### src/rtl/flag_cond_unit.sv
// Flag register and branch-condition resolver: captures ALU N/Z/C/V, tracks in-flight
// flag writers, and answers B.cond/CBZ/CBNZ/B requests over a valid/ready handshake.
module flag_cond_unit #(
    parameter int unsigned MAX_INFLIGHT = 3,
    parameter int unsigned CNT_W        = 2
) (
    input  logic       clk,
    input  logic       reset_n,
    input  logic       flag_issue,
    input  logic       flag_wr,
    input  logic       flag_n,
    input  logic       flag_z,
    input  logic       flag_c,
    input  logic       flag_v,
    input  logic       br_valid,
    output logic       br_ready,
    input  logic [1:0] br_kind,
    input  logic [3:0] br_cond,
    input  logic       br_opnd_zero,
    output logic       resp_valid,
    input  logic       resp_ready,
    output logic       resp_taken,
    output logic [3:0] flags_q,
    output logic       err_sticky
);

    localparam logic [1:0] KIND_BCOND = 2'b00;
    localparam logic [1:0] KIND_CBZ   = 2'b01;
    localparam logic [1:0] KIND_CBNZ  = 2'b10;

    logic [CNT_W-1:0] count;
    logic [3:0]       eff_flags_c;
    logic             stall_c;
    logic             accept_c;
    logic             taken_c;
    logic             cond_c;

    // A completing writer forwards its flags so a dependent B.cond need not wait a cycle.
    assign eff_flags_c = flag_wr ? {flag_n, flag_z, flag_c, flag_v} : flags_q;

    assign stall_c = (br_kind == KIND_BCOND) &&
                     ((count > CNT_W'(1)) || ((count == CNT_W'(1)) && !flag_wr));

    assign br_ready = !stall_c && (!resp_valid || resp_ready);
    assign accept_c = br_valid && br_ready;

    // ARM condition-code evaluation against the effective flags.
    always_comb begin
        logic n, z, c, v;
        n      = eff_flags_c[3];
        z      = eff_flags_c[2];
        c      = eff_flags_c[1];
        v      = eff_flags_c[0];
        cond_c = 1'b1;
        case (br_cond)
            4'b0000: cond_c = z;
            4'b0001: cond_c = !z;
            4'b0010: cond_c = c;
            4'b0011: cond_c = !c;
            4'b0100: cond_c = n;
            4'b0101: cond_c = !n;
            4'b0110: cond_c = v;
            4'b0111: cond_c = !v;
            4'b1000: cond_c = c && !z;
            4'b1001: cond_c = !c || z;
            4'b1010: cond_c = (n == v);
            4'b1011: cond_c = (n != v);
            4'b1100: cond_c = !z && (n == v);
            4'b1101: cond_c = z || (n != v);
            default: cond_c = 1'b1;
        endcase
    end

    always_comb begin
        taken_c = 1'b1;
        case (br_kind)
            KIND_BCOND: taken_c = cond_c;
            KIND_CBZ:   taken_c = br_opnd_zero;
            KIND_CBNZ:  taken_c = !br_opnd_zero;
            default:    taken_c = 1'b1;
        endcase
    end

    always_ff @(posedge clk or negedge reset_n) begin
        if (!reset_n) begin
            flags_q <= 4'b0000;
        end else if (flag_wr) begin
            flags_q <= {flag_n, flag_z, flag_c, flag_v};
        end
    end

    // In-flight counter saturates at both ends and flags the protocol error instead.
    always_ff @(posedge clk or negedge reset_n) begin
        if (!reset_n) begin
            count      <= '0;
            err_sticky <= 1'b0;
        end else begin
            case ({flag_issue, flag_wr})
                2'b10: begin
                    if (count == CNT_W'(MAX_INFLIGHT)) begin
                        err_sticky <= 1'b1;
                    end else begin
                        count <= count + CNT_W'(1);
                    end
                end
                2'b01: begin
                    if (count == '0) begin
                        err_sticky <= 1'b1;
                    end else begin
                        count <= count - CNT_W'(1);
                    end
                end
                default: count <= count;
            endcase
        end
    end

    always_ff @(posedge clk or negedge reset_n) begin
        if (!reset_n) begin
            resp_valid <= 1'b0;
            resp_taken <= 1'b0;
        end else if (accept_c) begin
            resp_valid <= 1'b1;
            resp_taken <= taken_c;
        end else if (resp_ready) begin
            resp_valid <= 1'b0;
        end
    end

endmodule

### config.mk
export PLATFORM = sky130hd
export DESIGN_NAME = flag_cond_unit
export DESIGN_NICKNAME = d
export VERILOG_FILES = /design/src/rtl/flag_cond_unit.sv
export SDC_FILE = /design/constraint.sdc
export NUM_CORES = 1
export LEC_CHECK = 0
export CORE_ASPECT_RATIO = 0.9
export CORE_UTILIZATION = 32
export DETAILED_ROUTE_END_ITERATION = 10
export GPL_ROUTABILITY_DRIVEN = 1
export PLACE_DENSITY_LB_ADDON = 0.15
export SETUP_SLACK_MARGIN = 0.1
export SLEW_MARGIN = 25
export SYNTH_ARGS = -nofsm -noshare
export SYNTH_HDL_FRONTEND = slang
export SYNTH_SLANG_ARGS = --single-unit
### constraint.sdc
create_clock -name clk -period 2.18 [get_ports clk]
set_input_delay 0.218 -clock clk [delete_from_list [all_inputs] [get_ports clk]]
set_output_delay 0.218 -clock clk [all_outputs]
set_load 0.01 [all_outputs]
==> results of run 1 <==
## path summary, 6_finish.rpt
path / endpoint / slack (ns) / cells after the start
setup / recovery: resp_taken / 0.37 / 6
hold / removal: resp_valid / 0.26 / 1
setup reg to reg: resp_taken / 0.55 / 8
hold reg to reg: err_sticky / 0.49 / 1
max in group asynchronous: flags_q[3] / 1.61 / 1
min in group clk: err_sticky / 0.49 / 1
## kinds of logic (layout without fill, tap and decap cells)
group                    after synthesis  in the layout  synth area share, %
AND/OR/NAND/NOR                       18             18                13.14
AO/OA/AOI/OAI                         14             14                12.97
multiplexers                          13             13                21.84
flip-flops                             9              9                30.72
buffers and inverters                  7             36                6.826
adder cells (fa/ha/maj)                5              5                8.532
XOR/XNOR                               5              5                5.972
## registers in the layout, summed over array words and instances, names as in the netlist
signal	cells
flags_q	4
resp_taken	1
resp_valid	1
count	2
err_sticky	1
## per-layer routing
layer  global-route usage [%]  up-vias  part of all wire [%]
li1                         -      311                     -
met1                    17.03      278                    49
met2                    22.53       18                    43
met3                    4.762        2                   6.9
met4                    7.368        0                  0.58
met5                        0        -                     0
## what timing repair did
action / in CTS / in global routing
endpoints found under the setup margin: 1 / 1
gates resized for setup: 1 / 1
setup buffers: 2 / 0
pin swaps: 1 / 0
## area by class of cell
class	count	area (um^2)	share of cell area, %
repair buffers	27	265.3	25.79
clock inverters	1	5.005	0.4866
inverters	5	18.77	1.825
well taps	27	33.78	3.285
clock buffers	3	22.52	2.190
flip-flops and latches	9	225.2	21.90
multi-input cells	55	457.9	44.53
## power by group through the flow
stage | registers [mW] | clock network, mW | logic (mW)
3_3_place_gp | 0.238 | 0 | 0.306
6_report | 0.230 | 0.136 | 0.335
3_5_place_dp | 0.237 | 0 | 0.312
2_1_floorplan | 0.240 | 0 | 0.195
4_1_cts | 0.231 | 0.143 | 0.338
5_1_grt | 0.236 | 0.152 | 0.378
## per-stage QoR
stage	utilization, %	cells	cell area (um^2)	setup slack (ns)
after floorplan	-	71	733.2	0.6423
after global placement	45.49	121	983.4	0.1465
after detailed placement	45.49	121	983.4	0.1097
after CTS	47.45	127	1026	0.1265
after global routing	47.57	127	1028	0.3235
final	47.57	127	1028	0.3740
## worst register-to-register path: stages, from the launching register on
cell	delay (ns)
dfrtp_1	0.36
inv_1	0.08
ha_1	0.20
nor2b_1	0.13
o21ai_1	0.14
buf_4	0.13
nand3_1	0.12
a311oi_1	0.28
a21oi_2	0.08
## synthesized netlist by cell type
master | number | area share (%)
a21o_1 | 2 | 2.0
a21oi_1 | 3 | 2.0
a21oi_2 | 1 | 1.2
a311oi_1 | 1 | 1.2
a31oi_1 | 1 | 0.85
and2_1 | 2 | 1.7
buf_12 | 1 | 2.7
buf_6 | 1 | 1.5
dfrtp_1 | 9 | 31
ha_1 | 5 | 8.5
inv_1 | 5 | 2.6
mux2_2 | 4 | 6.1
mux2i_1 | 7 | 9.6
mux4_2 | 2 | 6.1
nand2_1 | 3 | 1.5
nand2b_1 | 1 | 0.85
nand3_1 | 1 | 0.68
nand3b_1 | 1 | 1.0
nand4_1 | 1 | 0.85
nor2_1 | 4 | 2.0
nor2b_1 | 4 | 3.4
nor3b_1 | 1 | 1.0
o211a_1 | 1 | 1.4
o21ai_0 | 3 | 2.0
o21bai_1 | 1 | 1.0
o2bb2ai_1 | 1 | 1.2
xnor2_1 | 4 | 4.8
xor2_1 | 1 | 1.2
==> results.toml, run 1 <==
[worst_setup_path]
worstPathCellList = "clkdlybuf4s50_1 > mux2i_1 > mux4_2 > xor2_1 > o211a_1 > a21oi_2"
cp_top_family = "buffers and inverters"
path_class = "in2reg"
worst_r2r_startpoint = "count[1]"
cp-end-kind = "register"
crit_start = "br_cond[1]"
arrival_ns = 2.00
crit_slowest_cell = "clkdlybuf4s50_1"
slowest_delay_ns = 0.69
crit_fanout = 8
critPathRequiredTime_ns = 2.38
worst-path-buf-inv = 1
cp-start-kind = "input port"

[detailed_routing]
viasPerCell = 4.795
drtIter0Drc = 15
firstDrtPassIters = 7
drcViolationCount = 1
drt-total-wl_mm = 1.556
ant_nets = 0
num_vias = 609
wl_per_cell_um = 12.25

[grt]
overflow = 0
grt_pass1_vias = 584
grt_antenna_before_repair = 0
grt_usage_pct = 14.05
grt_pass1_wl_mm = 2.449
grt_start_max_net_pins = 10

[die]
start_util_pct = 33.91
die_h_um = 47.41
die_w_um = 52.46
num_rows = 16
core_region_area_um2 = 2162
dieArea_um2 = 2487
num_io_pins = 25

[layout]
n_antenna_cell = 0
final_cell_mix = "clkdlybuf4s50_1, dfrtp_1, mux2i_1"
fillers = 231
synthToLayoutAreaGrowth_pct = 40.27
finalNetCount = 123
layout_commonest_cell = "clkdlybuf4s50_1"
final_layout_size_suffix_gt1_share_pct = 14.00

[logic_synthesis]
syn_area_per_cell_um2 = 10.33
ys_ff_latch = 9
netlist_instances = 71
syn_nets = 93
synth_cell_types = 28
synth_warnings = 0
syn-cell-area_um2 = 733.2
synth_seq_area_share_pct = 30.72

[power]
p_int_uw = 457.4
power_leakage_nw = 0.4530
powerDensity_nw_per_um2 = 682.2
power_uw = 701.7
irDropWorstVdd_uv = 349.1
p_sw_uw = 244.3
combPwrFrac_pct = 47.7
switching_share_pct = 34.81
seqPwrFrac_pct = 32.8
clockPowerShare_pct = 19.4

[clocking]
hold_buffers = 0
cts_tree = "built"
clockBufferDepth = 2
clock-sinks = 9
clk_pin_slew_worst_paths_ns = 0.07
cts.htree.levels = 1
numCtsBuffers = 3
cts-root-buf = "clkbuf_4"
clk_latency_ns = 0.27

[worst_hold_path]
hold_class = "in2async"

[placed_design]
gp_congestion = 0.7605
io_buffers = 24
dp_hpwl_mm = 1.195

[timing]
setup_viol = 0
rsz0062_at_grt = "false"
tns_ns = 0
fin_crit_ns = 1.806
finalCritPeriodShare_pct = 82.84
fmax_mhz = 553.7
hold_viol_final = 0
fin_hold_ws_ns = 0.2567
clock-skew-final_ns = 0.005353
slew_headroom_pct = 70.48
tightestPinTransition_ns = 0.4415
slew_viol_final = 0

[outcome]
status = "finished, violations left"
violations = "DRC"

[flow_run]
drv_cap = 0
Note: power is estimated with default switching activity, not from simulation.
==> run 2: changes to the inputs <==
==> constraint.sdc (replaced) <==
create_clock -name clk -period 1.5 [get_ports clk]
set_input_delay 0.15 -clock clk [delete_from_list [all_inputs] [get_ports clk]]
set_output_delay 0.15 -clock clk [all_outputs]
set_load 0.01 [all_outputs]
==> results.toml, run 2 (synthesis gave the netlist of run 1 again) <==
[worst_setup_path]
crit_fanout = 3
critPathRequiredTime_ns = 1.69
path_class = "in2reg"
cp-end-kind = "register"
r2r_slack_ns = 0
arrival_ns = 1.72
cp-start-kind = "input port"

[detailed_routing]
ant_nets = 0
drcViolationCount = 0
wl_per_cell_um = 11.94
drtIter0Drc = 10
firstDrtPassIters = 2
viasPerCell = 4.729
num_vias = 681
drt-total-wl_mm = 1.719

[clocking]
clock-sinks = 9
numCtsBuffers = 3
clk_latency_ns = 0.26
cts-root-buf = "clkbuf_4"
clk_pin_slew_worst_paths_ns = 0.06
hold_buffers = 0
cts_tree = "built"
clockBufferDepth = 2
cts.htree.levels = 1

[layout]
largest_reg_flops = 4
fin_util_pct = 55.15
finalNetCount = 140
synthToLayoutAreaGrowth_pct = 62.63
fillers = 218
final_cells = 144
final_layout_size_suffix_gt1_share_pct = 34.19
top_register = "flags_q"
layout_commonest_cell = "buf_4"
n_antenna_cell = 0
top_regs = "flags_q x4, count x2"
final_cell_mix = "buf_4, clkdlybuf4s50_1, dfrtp_1"

[die]
num_io_pins = 25
dieArea_um2 = 2487
start_util_pct = 33.91
core_region_area_um2 = 2162
die_w_um = 52.46
die_h_um = 47.41
num_rows = 16

[power]
power_mw = 1.191
irDropWorstVdd_uv = 721.4
powerDensity_nw_per_um2 = 999.0
power_leakage_nw = 0.5484

[grt]
overflow = 0
grt_start_max_net_pins = 10
grt_usage_pct = 15.09
grt_antenna_before_repair = 0
grt_pass1_wl_mm = 2.608
grt_pass1_vias = 610

[placed_design]
placedCellCount = 139
dp_hpwl_mm = 1.359
gp_congestion = 0.7868
io_buffers = 24

[timing]
slew_viol_final = 0
hold_viol_final = 0
fin_crit_ns = 1.528
fin_ws_ns = -0.02758
clock-skew-final_ns = 0.001123
rsz0062_at_grt = "true"
setup_viol = 1
finalCritPeriodShare_pct = 101.8
tns_ns = -0.02758
fmax_mhz = 654.6
slew_headroom_pct = 70.35
tightestPinTransition_ns = 0.4433

[worst_hold_path]
hold_class = "in2async"

[outcome]
violations = "setup timing"
status = "finished, violations left"

[flow_run]
drv_cap = 0
## run 2: changes by cell type in the layout (fill, tap and decap cells not counted), moves of 2 or more
| cell | change |
|---|---|
| ha_4 | +2 |
| buf_4 | +16 |
| nor2b_1 | -2 |
| clkdlybuf4s50_1 | -7 |
| ha_1 | -2 |
| dlygate4sd2_1 | +5 |
## run 2: power by group
group	total [mW]	internal [mW]	switching, mW
clock network	0.189	0.103	0.0866
registers	0.338	0.297	0.0411
logic	0.664	0.381	0.283
total	1.19	0.780	0.411
## run 2: layout make-up
class                           count  area [um^2]  share of cell area [%]
Timing Repair Buffer               44        380.4                   31.90
Clock buffer                        4        26.28                   2.204
Tap cell                           27        33.78                   2.833
Multi-Input combinational cell     55        508.0                   42.60
Inverter                            5        18.77                   1.574
Sequential cell                     9        225.2                   18.89
## run 2: repair_timing
action | CTS | global route
resized for setup | 16 | 9
pin swaps | 4 | 6
endpoints found under the setup margin | 7 | 5
gates cloned | 0 | 0
setup buffers | 0 | 1
## run 2: routing by layer
| metal | vias to the layer above | part of all wire [%] | track usage [%] |
|---|---|---|---|
| li1 | 344 | - | - |
| met1 | 312 | 45 | 18.04 |
| met2 | 21 | 47 | 24.56 |
| met3 | 4 | 6.2 | 6.349 |
| met4 | 0 | 1.3 | 5.789 |
| met5 | - | 0 | 0 |
## run 2: final timing paths
path	startpoint	end	cells after the start
worst max-delay path	flag_n	resp_taken	6
worst min-delay path	reset_n	err_sticky	1
worst max register to register	flags_q[3]	resp_taken	5
worst min register to register	err_sticky	err_sticky	1
max in group asynchronous	reset_n	flags_q[1]	1
min in group clk	flag_v	flags_q[0]	2
## run 2: worst max-delay path: stages
cell	delay, ns
clkdlybuf4s50_1	0.51
mux2i_1	0.08
mux4_2	0.48
xor2_1	0.15
o211a_1	0.24
a21oi_2	0.10
## run 2: metrics by stage
step / hold WS, ns / setup slack [ns] / area (um^2)
2_1_floorplan: -0.1456 / 0.0009260 / 733.2
3_3_place_gp: 0.4717 / -0.3986 / 1119
3_5_place_dp: 0.4698 / -0.4252 / 1119
4_1_cts: 0.1991 / -0.03258 / 1162
5_1_grt: 0.2206 / -0.08096 / 1192
6_report: 0.2013 / -0.02758 / 1192
==> run 3: changes to the inputs <==
--- a/config.mk
+++ b/config.mk
@@ -6,6 +6,7 @@
 export NUM_CORES = 1
 export LEC_CHECK = 0
 export CORE_ASPECT_RATIO = 0.9
+export CORE_MARGIN = 8
 export CORE_UTILIZATION = 32
 export DETAILED_ROUTE_END_ITERATION = 10
 export GPL_ROUTABILITY_DRIVEN = 1
==> results.toml, run 3 (synthesis gave the netlist of run 1 again) <==
[outcome]
status = "finished, violations left"
violations = "setup timing"

[timing]
fin_hold_ws_ns = 0.1965
tightestPinTransition_ns = 0.4497
fin_crit_ns = 1.530
fin_ws_ns = -0.03044
rsz0062_at_grt = "true"
tns_ns = -0.03390
setup_viol = 2
clock-skew-final_ns = 0.001280
fmax_mhz = 653.4
hold_viol_final = 0
finalCritPeriodShare_pct = 102.0
slew_headroom_pct = 69.93
slew_viol_final = 0

[power]
power_mw = 1.160
irDropWorstVdd_uv = 579.6
powerDensity_nw_per_um2 = 979.8
power_leakage_nw = 0.5447

[grt]
met1_usage_pct = 10.63
grt_antenna_before_repair = 0
grt_pass1_vias = 732
grt_start_max_net_pins = 10
overflow = 0
grt_pass1_wl_mm = 3.105
grt-busiest-layer = "met2"
use_met2_pct = 17.06
met3_usage_pct = 4.364
grt_usage_pct = 10.00

[placed_design]
pre_cts_slack_ns = -0.4312
placedCellCount = 139
dp_hpwl_mm = 1.569
dpl_cell_area_um2 = 1119
io_buffers = 24
gp_congestion = 0.7835

[worst_setup_path]
arrival_ns = 1.73
worst_r2r_startpoint = "flags_q[3]"
path_class = "in2reg"
r2r-end = "resp_taken"
ff2ff_path_depth = 5
crit_fanout = 3
cp-start-kind = "input port"
r2r_slack_ns = -0.03
critPathRequiredTime_ns = 1.70
cp-end-kind = "register"

[clocking]
cts_tree = "built"
clock-sinks = 9
hold_buffers = 0
cts-root-buf = "clkbuf_4"
clk_latency_ns = 0.26
cts.htree.levels = 1
clk_pin_slew_worst_paths_ns = 0.06
numCtsBuffers = 3
clockBufferDepth = 2

[die]
core_region_area_um2 = 2182
num_io_pins = 25
die_w_um = 66.46
dieArea_um2 = 4081
start_util_pct = 33.60
num_rows = 16
die_h_um = 61.41

[layout]
n_antenna_cell = 0
final_cell_mix = "buf_4, clkdlybuf4s50_1, dfrtp_1"
synthToLayoutAreaGrowth_pct = 61.43
layout_commonest_cell = "buf_4"
largest_reg_flops = 4
final_layout_size_suffix_gt1_share_pct = 33.33
final_cell_area_um2 = 1184
top_regs = "flags_q x4, count x2"
fillers = 204
finalNetCount = 140
fin_util_pct = 54.24
top_register = "flags_q"
final_cells = 144

[detailed_routing]
drtIter0Drc = 19
drt-total-wl_mm = 2.014
wl_per_cell_um = 13.99
viasPerCell = 4.882
ant_nets = 0
drcViolationCount = 0
num_vias = 703
firstDrtPassIters = 4

[worst_hold_path]
hold_class = "in2async"

[flow_run]
drv_cap = 0
==> run 3: cell counts in the layout (fill, tap and decap cells not counted) <==
No cell type changed its count.
==> run 3: worst max-delay path by stage <==
| stage | start | end | slack, ns |
|---|---|---|---|
| final | flag_n | resp_taken | -0.03 |
| after global routing | count[1] | br_ready | -0.11 |
| after CTS | count[0] | resp_taken | -0.05 |
| after detailed placement | br_cond[1] | resp_taken | -0.43 |
| after global placement | br_cond[1] | resp_taken | -0.39 |
| after floorplan | flags_q[0] | resp_taken | 0.0009 |
==> run 3: timing repair <==
| item | CTS | global route |
|---|---|---|
| gates resized for setup | 16 | 7 |
| hold endpoints to repair | 0 | 0 |
| buffers inserted | 0 | 1 |
| setup endpoints to repair | 9 | 3 |
| pin swaps | 3 | 7 |
==> run 3: area by class of cell <==
class / count / area, um^2 / share of cell area [%]
Clock buffer: 4 / 26.28 / 2.220
Inverter: 5 / 18.77 / 1.586
Multi-Input combinational cell: 55 / 503.0 / 42.49
Sequential cell: 9 / 225.2 / 19.03
Tap cell: 27 / 33.78 / 2.854
Timing Repair Buffer: 44 / 376.6 / 31.82
==> run 3: worst max-delay path, cell delays in order <==
cell             delay, ns
clkdlybuf4s50_1       0.52
mux2i_1               0.08
mux4_2                0.48
xor2_1                0.15
o211a_1               0.22
a21oi_2               0.13
==> run 3: power breakdown <==
| part | internal (mW) | switching (mW) | total, mW |
|---|---|---|---|
| Clock | 0.103 | 0.0916 | 0.195 |
| Combinational | 0.350 | 0.277 | 0.628 |
| Sequential | 0.297 | 0.0406 | 0.338 |
==> run 3: metal layers <==
metal | share of wire [%] | vias up | routed length, um
met5 | 0 | - | 0
met4 | 0.60 | 0 | 12
met3 | 7.2 | 2 | 145
met2 | 50 | 23 | 1007
met1 | 42 | 332 | 849
li1 | - | 346 | -
